**config.mk**
```make
export PLATFORM = sky130hd
export DESIGN_NAME = out_port_arbiter_flat
export DESIGN_NICKNAME = d
export VERILOG_FILES = /design/src/rtl/out_port_arbiter_pkg.sv /design/src/rtl/out_port_arbiter_if.sv /design/src/rtl/out_port_arbiter_rr_arbiter.sv /design/src/rtl/out_port_arbiter.sv /design/src/flat_wrapper.sv
export SDC_FILE = /design/constraint.sdc
export NUM_CORES = 1
export LEC_CHECK = 0
export ABC_AREA = 1
export CORE_MARGIN = 5
export CORE_UTILIZATION = 47
export DETAILED_ROUTE_END_ITERATION = 12
export HOLD_SLACK_MARGIN = 0.1
export PLACE_DENSITY = 0.87
export SYNTH_ARGS = -nofsm -noshare
export SYNTH_HDL_FRONTEND = slang
export SYNTH_SLANG_ARGS = --single-unit
export TNS_END_PERCENT = 5
```
**constraint.sdc**
```tcl
create_clock -name clk -period 5 [get_ports clk]
set_input_delay 1 -clock clk [delete_from_list [all_inputs] [get_ports clk]]
set_output_delay 1 -clock clk [all_outputs]
set_load 0.05 [all_outputs]
```
**src/rtl/out_port_arbiter_pkg.sv**
```systemverilog
// out_port_arbiter_pkg: shared sizes, FSM encoding and pointer wrap helper for the output-port arbiter
package out_port_arbiter_pkg;
  localparam int N_IN    = 4;
  localparam int DW      = 8;
  localparam int PKT_LEN = 4;
  localparam int N_PORTS = 5;
  localparam int PW      = $clog2(N_IN);
  localparam int CW      = $clog2(PKT_LEN);
  typedef enum logic [1:0] {IDLE = 2'd0, XFER = 2'd1, DRAIN = 2'd2} state_t;
  function automatic logic [PW-1:0] ptr_inc(input logic [PW-1:0] p);
    return (p == PW'(N_IN - 1)) ? '0 : p + 1'b1;
  endfunction
endpackage

```
**src/rtl/out_port_arbiter_if.sv**
```systemverilog
// out_port_arbiter_if: FIFO-bank request/data side and output link side of one output port
interface out_port_arbiter_if;
  import out_port_arbiter_pkg::*;
  logic [N_IN-1:0]    req;
  logic [N_IN*DW-1:0] fifo_data;
  logic               out_ready;
  logic [N_IN-1:0]    fifo_rd;
  logic [N_IN-1:0]    grant;
  logic [DW-1:0]      out_data;
  logic               out_valid;
  logic               busy;
  modport master (input req, fifo_data, out_ready, output fifo_rd, grant, out_data, out_valid, busy);
  modport slave (output req, fifo_data, out_ready, input fifo_rd, grant, out_data, out_valid, busy);
endinterface

```
**src/rtl/out_port_arbiter_rr_arbiter.sv**
```systemverilog
// rr_arbiter: combinational rotate-priority pick of the first requester at or after ptr_i
module rr_arbiter
  import out_port_arbiter_pkg::*;
(
  input  logic [N_IN-1:0] req_i,
  input  logic [PW-1:0]   ptr_i,
  output logic [N_IN-1:0] gnt_o,
  output logic [PW-1:0]   idx_o,
  output logic            any_o
);
  logic [PW:0]   sum;
  logic [PW-1:0] p;
  // scan from the farthest offset down so the nearest requester is written last and wins
  always_comb begin
    gnt_o = '0;
    idx_o = '0;
    any_o = |req_i;
    sum   = '0;
    p     = '0;
    for (int k = N_IN - 1; k >= 0; k--) begin
      sum = {1'b0, ptr_i} + (PW+1)'(k);
      p   = (sum >= (PW+1)'(N_IN)) ? PW'(sum - (PW+1)'(N_IN)) : PW'(sum);
      if (req_i[p]) begin
        gnt_o    = '0;
        gnt_o[p] = 1'b1;
        idx_o    = p;
      end
    end
  end
endmodule

```
**src/rtl/out_port_arbiter.sv**
```systemverilog
// out_port_arbiter: round-robin packet arbiter locking one input FIFO onto the output link per packet
module out_port_arbiter
  import out_port_arbiter_pkg::*;
(
  input logic             clk,
  input logic             rst_n,
  out_port_arbiter_if.master bus
);
  state_t          state_q, state_d;
  logic [PW-1:0]   rr_ptr_q, rr_ptr_d;
  logic [PW-1:0]   own_q, own_d;
  logic [CW-1:0]   cnt_q, cnt_d;
  logic [N_IN-1:0] grant_q, grant_d;
  logic            valid_q;
  logic [N_IN-1:0] win;
  logic [PW-1:0]   win_idx;
  logic            any;
  logic            rd;
  rr_arbiter u_rr (
    .req_i (bus.req),
    .ptr_i (rr_ptr_q),
    .gnt_o (win),
    .idx_o (win_idx),
    .any_o (any)
  );
  assign rd = (state_q == XFER) && bus.out_ready && bus.req[own_q];
  always_comb begin
    state_d  = state_q;
    rr_ptr_d = rr_ptr_q;
    own_d    = own_q;
    cnt_d    = cnt_q;
    grant_d  = grant_q;
    case (state_q)
      IDLE: if (any) begin
        state_d = XFER;
        grant_d = win;
        own_d   = win_idx;
        cnt_d   = '0;
      end
      XFER: if (rd) begin
        cnt_d   = cnt_q + 1'b1;
        state_d = (cnt_q == CW'(PKT_LEN - 1)) ? DRAIN : XFER;
      end
      DRAIN: begin
        state_d  = IDLE;
        grant_d  = '0;
        rr_ptr_d = ptr_inc(own_q);
      end
      default: state_d = IDLE;
    endcase
  end
  always_ff @(posedge clk or negedge rst_n) begin
    if (!rst_n) begin
      state_q  <= IDLE;
      rr_ptr_q <= '0;
      own_q    <= '0;
      cnt_q    <= '0;
      grant_q  <= '0;
      valid_q  <= 1'b0;
    end else begin
      state_q  <= state_d;
      rr_ptr_q <= rr_ptr_d;
      own_q    <= own_d;
      cnt_q    <= cnt_d;
      grant_q  <= grant_d;
      valid_q  <= rd;
    end
  end
  // FIFO output is registered, so the flit shows up the cycle after its strobe
  assign bus.fifo_rd   = rd ? grant_q : '0;
  assign bus.grant     = grant_q;
  assign bus.out_valid = valid_q;
  assign bus.out_data  = valid_q ? bus.fifo_data[own_q*DW +: DW] : '0;
  assign bus.busy      = (state_q != IDLE);
endmodule

```
**src/flat_wrapper.sv**
```systemverilog
// flat-port wrapper written by rule: the top's interface ports become plain ports
module out_port_arbiter_flat import out_port_arbiter_pkg::*;
  (clk, rst_n, bus_req, bus_fifo_data, bus_out_ready, bus_fifo_rd, bus_grant, bus_out_data, bus_out_valid, bus_busy);
  out_port_arbiter_if bus_i ();
  input logic clk;
  input logic rst_n;
  input wire logic [$bits(bus_i.req)-1:0] bus_req;
  input wire logic [$bits(bus_i.fifo_data)-1:0] bus_fifo_data;
  input wire logic [$bits(bus_i.out_ready)-1:0] bus_out_ready;
  output wire logic [$bits(bus_i.fifo_rd)-1:0] bus_fifo_rd;
  output wire logic [$bits(bus_i.grant)-1:0] bus_grant;
  output wire logic [$bits(bus_i.out_data)-1:0] bus_out_data;
  output wire logic [$bits(bus_i.out_valid)-1:0] bus_out_valid;
  output wire logic [$bits(bus_i.busy)-1:0] bus_busy;
  assign bus_i.req = bus_req;
  assign bus_i.fifo_data = bus_fifo_data;
  assign bus_i.out_ready = bus_out_ready;
  assign bus_fifo_rd = bus_i.fifo_rd;
  assign bus_grant = bus_i.grant;
  assign bus_out_data = bus_i.out_data;
  assign bus_out_valid = bus_i.out_valid;
  assign bus_busy = bus_i.busy;
  out_port_arbiter u_core (.clk(clk), .rst_n(rst_n), .bus(bus_i));
endmodule
```
# Yosys cells after proc, flatten, opt, wreduce, memory -nomap -nowiden
# Cells that the tools add are included.
# word_totals
register_bits	13
in_bits	39
out_inout_bits	18
wordCells	92
# op_classes
add_sub_neg	9
magnitude_cmp	13
n_eq_ne	6
n_shift	1
mux	42
reduce_logical	15
# op_table
operator	count
$shiftx A32 B6 Y8	1
$mux W2	14
$mux W4	6
$lt A2 B3 Y1 const B	5
$bmux W1 S2	5
$ge A3 B3 Y1 const B	3
$mux W1	9
$demux W1 S2	4
$ge A2 B1 Y1 const B	4
$mux W8	1
$pmux W2 S2	2
$pmux W4 S2	1
$sub A2 B1 Y2 const B	4
$add A2 B2 Y3 const B	2
$eq A2 B2 Y1 const B	3
$logic_and A1 B1 Y1	6
$reduce_and A2 Y1	3
$reduce_bool A2 Y1	3
$add A2 B1 Y2 const B	2
$ne A2 B1 Y1 const B	2
$reduce_or A4 Y1	1
$add A2 B1 Y3 const B	1
$ge A2 B3 Y1 const B	1
$reduce_and A3 Y1	1
2 further kinds	2

# Logic depth before layout (Yosys ltp)
# Gate-level depths: netlist of run 1.
# logic_depth
depth_word	13
ltp_mapped	11
ltp_nobuf	11

# Hierarchy
# From an unflattened synthesis of run 1, not the netlist that was laid out.
# hier_totals
hier_cells	217
hier_area_um2	1351.3
# modules_own_cells
module	n_inst	cells_each	area_each_um2	seq_area_each_um2
out_port_arbiter	1	134	899.6	325.3
rr_arbiter	1	83	451.7	0.0

# Least setup slack after synthesis of run 1
# Ideal clock, no wire load.
# synth_path
path_kind	input port to output port
start	input port bus_req[1]
end	output port bus_fifo_rd[0]
t_arrival_ns	2.076
t_required_ns	4.000
path_slack_ns	1.924
cell_stages	6
path_buffers	0
cell_sequence	inv_2 > a21oi_1 > o21ai_1 > nand2_2 > nand3_4 > nor2_1
# synth_via
elab_chain_cells	4
# synth_lines
item	line_no	source
start, declared	flat_wrapper.sv:7	input wire logic [$bits(bus_i.req)-1:0] bus_req;
$bmux W1 S2	out_port_arbiter.sv:26	assign rd = (state_q == XFER) && bus.out_ready && bus.req[own_q];
$mux W1 (implied by the code)	out_port_arbiter.sv:26	
$logic_and A1 B1 Y1	out_port_arbiter.sv:26	
$mux W4	out_port_arbiter.sv:70	assign bus.fifo_rd = rd ? grant_q : '0;
end, declared	flat_wrapper.sv:10	output wire logic [$bits(bus_i.fifo_rd)-1:0] bus_fifo_rd;
# No other way between the ends. The select of a mux whose other input is x is not followed.

# Worst setup path in the final report of run 1
# Ends and elaborated chain as after synthesis.

==> flow_summary.json, run 1 <==
{
  "power.density_nw_per_um2": 562,
  "num_rows": 19,
  "clk_path_buf_depth": 2,
  "pre_cts_ws_ns": 1.04,
  "cts_inserted_buffers": 3,
  "path_max_fanout": 10,
  "worstMarginPinSlew_ns": 0.749,
  "cts_tree": "yes",
  "worst_setup_path_start_kind": "primary input",
  "fin_setup_tns_ns": 0,
  "leakagePower_nw": 0.913,
  "cts_max_level": 1,
  "max_cap_viol_count": 0,
  "portBuffers": 56,
  "gp_congestion": 0.878,
  "finalCriticalPeriod_ns": 3.97,
  "synth_edf_count": 0,
  "drt_iter0_drc": 97,
  "status": "finished, final reports clean",
  "grt_start_max_net_pins": 25,
  "ant_nets": 0,
  "start_util_pct": 49.9,
  "skew_ns": 0.00284,
  "cp-startpoint": "bus_req[1]",
  "synth_top_area_cell": "dfrtp_1",
  "path_clk_slew_ns": 0.08,
  "postCtsSetupBuffers": 0,
  "drive_gt1_share_pct": 10.8,
  "cts_resized": 0,
  "slew_violations": 0,
  "rr_endpoint": "u_core.bus.grant[2]",
  "ys_seq_area_share_pct": 23.4,
  "drt_wl_total_um": 4130,
  "async_reset_ff_share_pct": 100,
  "fin_crit_sh_pct": 79.4,
  "drc": 0,
  "via_count": 1560,
  "peakVddDrop_mv": 0.473,
  "grt_pass1_wl_um": 6890,
  "min_path_type": "reg2reg",
  "syn_avg_cell_area_um2": 6.25,
  "die-area_um2": 4140,
  "vias_per_cell": 5.06,
  "pin_count": 57,
  "r2r_setup_slack_ns": 3.06,
  "synth_top_area_share_pct": 23.4,
  "yosysMostFrequentCell": "nor2_1",
  "worstSetupPathType": "in2out",
  "rsz0062_at_grt": "no",
  "required_ns": 4.00,
  "die_w_um": 64.3,
  "critPathCaptureType": "output pin",
  "ys_top_cells_by_area": "dfrtp_1 23%, nor2_1 15%, nand2_1 11%",
  "finalWorstSetupSlack_ns": 1.03,
  "rr_startpoint": "u_core.rr_ptr_q[0]",
  "track_usage_pct": 20.1,
  "overflow": 0,
  "hpwl_um": 3240,
  "postSynthCellCount": 222,
  "fmax_ghz": 0.252,
  "setup_viol_count_final": 0,
  "fp.dieH_um": 64.3,
  "synth_area_um2": 1390,
  "area_growth_syn_to_layout_pct": 42.0,
  "grt_pass1_vias": 1422,
  "yosysWarnings": 0,
  "relSlewSlack_pct": 50.0,
  "clock_latency_ns": 0.28,
  "antenna_found_initial": 0,
  "hold_violations": 0,
  "routedWlPerCell_um": 13.4,
  "yosys_most_used_dff": "dfrtp_1",
  "reg2reg_depth": 10,
  "syn-num-nets": 271,
  "utilization_pct": 70.9,
  "n_fill_cell": 247,
  "ys_seq_elements": 13,
  "final_nets": 327,
  "power_w": 0.00111,
  "synth_common_cells": "55 x nor2_1, 41 x nand2_1, 18 x nand3_1, 17 x inv_1",
  "coreArea_um2": 2780,
  "drt_first_pass_iters": 6,
  "holdBufCountCts": 0,
  "cts_sinks": 13,
  "root_buffer": "clkbuf_4",
  "insertedDiodeCount": 0,
  "synthDistinctLibCells": 25,
  "crit_path_end": "bus_fifo_rd[0]",
  "arrival_ns": 2.97
}
[metal layers]
layer  share of wire (%)  vias up  track usage, %
li1                    -      817               -
met1                  47      685            29.7
met2                  44       56            30.1
met3                 7.5        2            3.68
met4                0.56        0            4.58
met5                   0        -               0
[flip-flops by register name, indices dropped and copies added, names as in the netlist]
signal,cells
u_core.state_q,2
u_core.bus.out_valid,1
u_core.cnt_q,2
u_core.own_q,2
u_core.bus.grant,4
u_core.rr_ptr_q,2
[cell usage in the layout, fill, tap and decap left out]
cell type and instances:
clkdlybuf4s50_1 56, nor2_1 55, nand2_1 41, nand3_1 18
inv_1 17, a21oi_1 13, dfrtp_1 13, o21ai_1 12
inv_2 10, ha_1 10, o21ai_0 8, nand2_2 7
nand3_2 3, clkbuf_4 3, nand3_4 2, nand2_4 2
o211ai_1 1, nor2_4 1, inv_4 1, nand4_1 1
and2_1 1, a21oi_2 1, clkbuf_1 1
[stage by stage]
stage | instances | instance area (µm²) | hold WS, ns
CTS | 308 | 1970 | 0.502
finish | 308 | 1970 | 0.501
detailed placement | 304 | 1940 | 0.489
floorplan | 222 | 1390 | 0.453
global placement | 304 | 1940 | 0.481
global route | 308 | 1970 | 0.549
[layout make-up]
cell class	count	area [µm²]	area share, %
Timing Repair Buffer	56	561	28.4
Sequential cell	13	325	16.5
Inverter	28	108	5.46
Multi-Input combinational cell	176	912	46.3
Tap cell	31	38.8	1.97
Clock buffer	4	26.3	1.33
[worst min path at each step]
stage / start / to / slack (ns) / depth (start not counted)
5_1_grt: u_core.bus.grant[3] / u_core.bus.grant[3] / 0.55 / 2
4_1_cts: u_core.cnt_q[0] / u_core.cnt_q[0] / 0.50 / 1
2_1_floorplan: u_core.cnt_q[0] / u_core.cnt_q[0] / 0.45 / 1
3_3_place_gp: u_core.cnt_q[0] / u_core.cnt_q[0] / 0.48 / 1
3_5_place_dp: u_core.cnt_q[0] / u_core.cnt_q[0] / 0.49 / 1
6_report: u_core.cnt_q[0] / u_core.cnt_q[0] / 0.50 / 1
[critical path, cell delays in order]
cell,delay [ns]
clkdlybuf4s50_1,0.47
inv_2,0.05
a21oi_1,0.10
o21ai_1,0.10
nand2_2,0.14
nand3_4,0.13
nor2_1,0.14
clkdlybuf4s50_1,0.82
[where the power goes]
part	internal [W]	switching (W)
Sequential	0.000146	0.0000733
Combinational	0.000283	0.000539
Clock	0.0000310	0.0000356
[cells by family (layout without fill, tap and decap cells)]
logic type,Yosys count,count (layout),synth area share (%)
buf+inv,33,88,10.8
flops,13,13,23.4
simple gates,131,131,43.6
compound gates,35,35,13.1
fa+ha+maj,10,10,9.02
(Power assumes the default switching activity.)
==> run 2: changes to the inputs <==
--- a/config.mk
+++ b/config.mk
@@ -7,10 +7,10 @@
 export LEC_CHECK = 0
 export ABC_AREA = 1
 export CORE_MARGIN = 5
-export CORE_UTILIZATION = 47
+export CORE_UTILIZATION = 39
 export DETAILED_ROUTE_END_ITERATION = 12
 export HOLD_SLACK_MARGIN = 0.1
-export PLACE_DENSITY = 0.87
+export PLACE_DENSITY = 0.77
 export SYNTH_ARGS = -nofsm -noshare
 export SYNTH_HDL_FRONTEND = slang
 export SYNTH_SLANG_ARGS = --single-unit
==> constraint.sdc (replaced) <==
create_clock -name clk -period 3.39 [get_ports clk]
set_input_delay 0.678 -clock clk [delete_from_list [all_inputs] [get_ports clk]]
set_output_delay 0.678 -clock clk [all_outputs]
set_load 0.05 [all_outputs]
==> run 2 against run 1 <==
Effect of this change: count of clock-buffer cells in the layout stayed put; worst hold slack got worse by 0.0093 ns; critical path type is now reg2out; global-route usage decreased by 4.2 points; highest routed layer unchanged; critical path depth shrank 4; sequential share of layout area shrank 0.38 points; cell area grew 2.3%; clock power increased by 41%; largest cell class unchanged.
==> flow_summary.json, run 2 (same netlist as run 1, synthesis figures left out) <==
{
  "status": "finished, final reports clean",
  "drt_first_pass_iters": 4,
  "p_comb_share_pct": 75.7,
  "overflow": 0,
  "ant_nets": 0,
  "slew_violations": 0,
  "fin_crit_sh_pct": 91.7,
  "cts_tree": "yes",
  "cts_resized": 0,
  "area_growth_syn_to_layout_pct": 45.4,
  "portBuffers": 56,
  "die_w_um": 69.7,
  "hpwl_um": 3150,
  "path_clk_slew_ns": 0.08,
  "track_usage_pct": 15.9,
  "critPathCaptureType": "output pin",
  "worstMarginPinSlew_ns": 0.770,
  "vias_per_cell": 4.88,
  "insertedDiodeCount": 0,
  "skew_ns": 0.00134,
  "start_util_pct": 40.9,
  "min_path_type": "reg2reg",
  "power_frac_clock_pct": 5.7,
  "clock_latency_ns": 0.27,
  "drc": 0,
  "postCtsSetupBuffers": 0,
  "cts_max_level": 1,
  "via_count": 1580,
  "relSlewSlack_pct": 48.7,
  "multi_input_area_um2": 912,
  "crit_path_end": "bus_out_data[2]",
  "num_rows": 21,
  "finalCriticalPeriod_ns": 3.11,
  "netSwitchingPower_w": 0.000945,
  "cts_inserted_buffers": 3,
  "root_buffer": "clkbuf_4",
  "rr_endpoint": "u_core.bus.grant[1]",
  "power.density_nw_per_um2": 814,
  "drive_gt1_share_pct": 13.7,
  "holdBufCountCts": 0,
  "hold_violations": 0,
  "final_nets": 328,
  "worstSetupPathType": "reg2out",
  "fin_setup_tns_ns": 0,
  "path_max_fanout": 24,
  "grt_start_max_net_pins": 25,
  "final_common_cell": "nor2_1",
  "reg2reg_depth": 10,
  "setup_viol_count_final": 0,
  "leakagePower_nw": 0.940,
  "arrival_ns": 2.43,
  "final_cell_mix": "55 x nor2_1, 49 x clkdlybuf4s50_1, 41 x nand2_1",
  "cp_slowest_cell": "dfrtp_1",
  "peakVddDrop_mv": 0.492,
  "pwr-share-seq_pct": 18.6,
  "slowest_delay_ns": 0.85,
  "required_ns": 2.71,
  "regArea_um2": 325,
  "fp.dieH_um": 69.7,
  "n_fill_cell": 330,
  "coreArea_um2": 3390,
  "drt_iter0_drc": 92,
  "grt_pass1_wl_um": 6630,
  "clk_path_buf_depth": 2,
  "antenna_found_initial": 0,
  "worst_setup_path_start_kind": "flip-flop",
  "r2r_setup_slack_ns": 1.46,
  "utilization_pct": 59.5,
  "drt_wl_total_um": 3940,
  "fmax_ghz": 0.322,
  "p_sw_share_pct": 57.6,
  "die-area_um2": 4850,
  "max_cap_viol_count": 0,
  "routedWlPerCell_um": 12.2,
  "pin_count": 57,
  "cts_sinks": 13,
  "rr_startpoint": "u_core.rr_ptr_q[0]",
  "largest_reg_flops": 4,
  "p_int_w": 0.000696,
  "grt_pass1_vias": 1458,
  "gp_congestion": 0.944,
  "cp-startpoint": "u_core.own_q[0]",
  "cp_cell_sequence": "inv_2 > o21ai_0 > a21oi_1 > clkdlybuf4s50_1",
  "rsz0062_at_grt": "no"
}
## run 2: cell count changes in the layout (fill, tap and decap cells not counted)
cell and delta:
clkdlybuf4s50_1 -7, buf_4 +5, buf_12 +3
## run 2: per-stage QoR
step / cells / hold slack [ns] / total power (W) / cell area (µm²) / setup WS, ns
after floorplan: 222 / 0.382 / 0.00122 / 1390 / 0.958
after global placement: 320 / 0.478 / 0.00153 / 1990 / 0.394
after detailed placement: 320 / 0.483 / 0.00155 / 1990 / 0.381
after CTS: 324 / 0.498 / 0.00165 / 2020 / 0.286
final: 324 / 0.492 / 0.00164 / 2020 / 0.280
after global routing: 324 / 0.529 / 0.00179 / 2020 / 0.0832
## run 2: area by class of cell
type                       count  share of cell area [%]
clock buffer                   4                    1.30
inverter                      28                    5.33
multi-input combinational    176                    45.2
sequential                    13                    16.1
tap                           46                    2.85
timing repair buffer          57                    29.2
## run 2: power groups by stage
stage | logic [W] | clock network (W) | registers [W]
floorplan | 0.000869 | 0 | 0.000355
global placement | 0.00123 | 0 | 0.000306
detailed placement | 0.00124 | 0 | 0.000307
CTS | 0.00125 | 0.0000971 | 0.000305
global route | 0.00137 | 0.000104 | 0.000319
finish | 0.00124 | 0.0000937 | 0.000305
## run 2: metal layers
| metal | share of wire, % | vias to the layer above | track usage (%) |
|---|---|---|---|
| li1 | - | 816 | - |
| met1 | 45 | 706 | 21.1 |
| met4 | 0.79 | 0 | 2.13 |
| met2 | 48 | 54 | 27.1 |
| met3 | 6.8 | 4 | 3.19 |
| met5 | 0 | - | 0 |
## run 2: worst min-delay path by stage
stage               slack, ns             endpoint  cells past startpoint       startpoint
finish                   0.49      u_core.cnt_q[0]                      1  u_core.cnt_q[0]
global route             0.53      u_core.cnt_q[0]                      1  u_core.cnt_q[0]
CTS                      0.50      u_core.cnt_q[0]                      1  u_core.cnt_q[0]
detailed placement       0.48      u_core.cnt_q[0]                      1  u_core.cnt_q[0]
global placement         0.48      u_core.cnt_q[0]                      1  u_core.cnt_q[0]
floorplan                0.38  u_core.bus.grant[0]                      0            rst_n
## run 2: worst max-delay path, delay by kind of cell, from the launching register on
family	cells	cell delay, ns
buffers and inverters	2	0.99
flip-flops	1	0.85
AO/OA/AOI/OAI	2	0.32
==> run 3: changes to the inputs <==
--- a/config.mk
+++ b/config.mk
@@ -6,6 +6,8 @@
 export NUM_CORES = 1
 export LEC_CHECK = 0
 export ABC_AREA = 1
+export ABC_CLOCK_PERIOD_IN_PS = 3390
+export CORE_ASPECT_RATIO = 0.9
 export CORE_MARGIN = 5
 export CORE_UTILIZATION = 39
 export DETAILED_ROUTE_END_ITERATION = 12
==> run 3 against run 2 <==
Effect of this change: non-clock buffer count did not move; critical endpoint is now bus_out_data[0]; sequential power barely moved; wire length fell by 4.7%; core utilization rose by 0.57 points; largest cell class unchanged; largest power group unchanged; sequential cell count did not move; combinational power barely moved; worst hold slack improved by 0.0012 ns; cell area rose by 1.4%; total power rose by 2.7%; register-to-register slack improved by 0.03 ns; sequential share of layout area fell by 0.22 points; cell count fell by 0.62%.
==> flow_summary.json, run 3 (same netlist as run 1, synthesis figures left out) <==
{
  "pin_count": 57,
  "rsz0062_at_grt": "no",
  "max_cap_viol_count": 0,
  "worst_setup_path_start_kind": "flip-flop",
  "drt_iter0_drc": 117,
  "drt_first_pass_iters": 4,
  "grt_start_max_net_pins": 25,
  "insertedDiodeCount": 0,
  "cts_inserted_buffers": 3,
  "fin_setup_tns_ns": 0,
  "start_util_pct": 40.8,
  "power_w": 0.00169,
  "required_ns": 2.71,
  "root_buffer": "clkbuf_8",
  "final_cell_mix": "55 x nor2_1, 48 x clkdlybuf4s50_1, 41 x nand2_1",
  "min_path_type": "reg2reg",
  "num_rows": 20,
  "arrival_ns": 2.37,
  "fp.dieH_um": 66.6,
  "vias_per_cell": 4.66,
  "grtUsageMet1_pct": 21.0,
  "final_common_cell": "nor2_1",
  "drt_wl_total_um": 3760,
  "leakagePower_nw": 0.956,
  "status": "finished, final reports clean",
  "grt_pass1_wl_um": 6230,
  "ant_nets": 0,
  "overflow": 0,
  "r2r_setup_slack_ns": 1.49,
  "peakVddDrop_mv": 0.467,
  "holdBufCountCts": 0,
  "fin_crit_sh_pct": 90.0,
  "setup_viol_count_final": 0,
  "fmax_ghz": 0.328,
  "cts_sinks": 13,
  "power.density_nw_per_um2": 824,
  "cts_tree": "yes",
  "finalCriticalPeriod_ns": 3.05,
  "hold_violations": 0,
  "skew_ns": 0.00141,
  "drive_gt1_share_pct": 14.4,
  "hpwl_um": 3000,
  "area_growth_syn_to_layout_pct": 47.3,
  "critPathCaptureType": "output pin",
  "routedWlPerCell_um": 11.7,
  "cts_max_level": 1,
  "portBuffers": 56,
  "relSlewSlack_pct": 50.6,
  "drc": 0,
  "clk_path_buf_depth": 2,
  "postCtsSetupBuffers": 0,
  "slew_violations": 0,
  "die-area_um2": 4850,
  "die_w_um": 72.9,
  "multi_input_area_um2": 912,
  "clock_latency_ns": 0.24,
  "grt_pass1_vias": 1406,
  "regArea_um2": 325,
  "path_max_fanout": 24,
  "grt_use_met2_pct": 26.2,
  "path_clk_slew_ns": 0.06,
  "via_count": 1502,
  "largest_reg_flops": 4,
  "worstMarginPinSlew_ns": 0.741,
  "use_met3_pct": 2.41,
  "cts_resized": 0,
  "n_fill_cell": 331,
  "track_usage_pct": 15.6,
  "top_usage_layer": "met2",
  "gp_congestion": 0.950,
  "worstSetupPathType": "reg2out",
  "final_nets": 328,
  "antenna_found_initial": 0,
  "coreArea_um2": 3400
}
[run 3: cell types whose count changed in the layout (fill, tap and decap cells not counted), sizes merged]
cell	before	now
buf	8	9
clkbuf	4	3
clkdlybuf4s50	49	48
clkinv	0	1
[run 3: worst max-delay path: stages, from the launching register on]
cell	delay [ns]
dfrtp_1	0.82
inv_2	0.28
o21ai_0	0.23
a21oi_1	0.09
clkdlybuf4s50_1	0.71
[run 3: where the power goes]
part	total [W]	switching [W]	leakage [nW]	internal, W
Clock	0.000136	0.0000550	0.0255	0.0000811
Combinational	0.00125	0.000807	0.764	0.000440
Sequential	0.000302	0.0000859	0.166	0.000217
Total	0.00169	0.000948	0.956	0.000737
[run 3: layer usage]
metal  wire length [µm]  vias to the layer above
li1                   -                      816
met1               1830                      656
met2               1760                       30
met3                168                        0
met4                  0                        0
met5                  0                        -
[run 3: worst paths after layout]
| path | start | end | cells after the start |
|---|---|---|---|
| setup / recovery | u_core.own_q[0] | bus_out_data[0] | 4 |
| hold / removal | u_core.cnt_q[0] | u_core.cnt_q[0] | 1 |
| setup reg to reg | u_core.rr_ptr_q[0] | u_core.bus.grant[3] | 10 |
| hold reg to reg | u_core.cnt_q[0] | u_core.cnt_q[0] | 1 |
| max in group asynchronous | rst_n | u_core.own_q[1] | 1 |
| min in group asynchronous | rst_n | u_core.bus.grant[2] | 1 |
[run 3: per-stage QoR]
step	hold slack (ns)	utilization [%]	std cells	worst slack (ns)	instance area, µm²
2_1_floorplan	0.382	-	222	0.958	1390
3_3_place_gp	0.477	58.7	318	0.384	2000
3_5_place_dp	0.477	58.7	318	0.357	2000
4_1_cts	0.488	60.1	322	0.331	2040
5_1_grt	0.530	60.1	322	0.121	2040
6_report	0.493	60.1	322	0.338	2040
[run 3: layout make-up]
| type | count | share of cell area, % |
|---|---|---|
| multi-input combinational | 176 | 44.6 |
| timing repair buffer | 57 | 29.3 |
| sequential | 13 | 15.9 |
| inverter | 28 | 5.26 |
| tap | 44 | 2.69 |
| clock buffer | 3 | 2.02 |
| clock inverter | 1 | 0.245 |
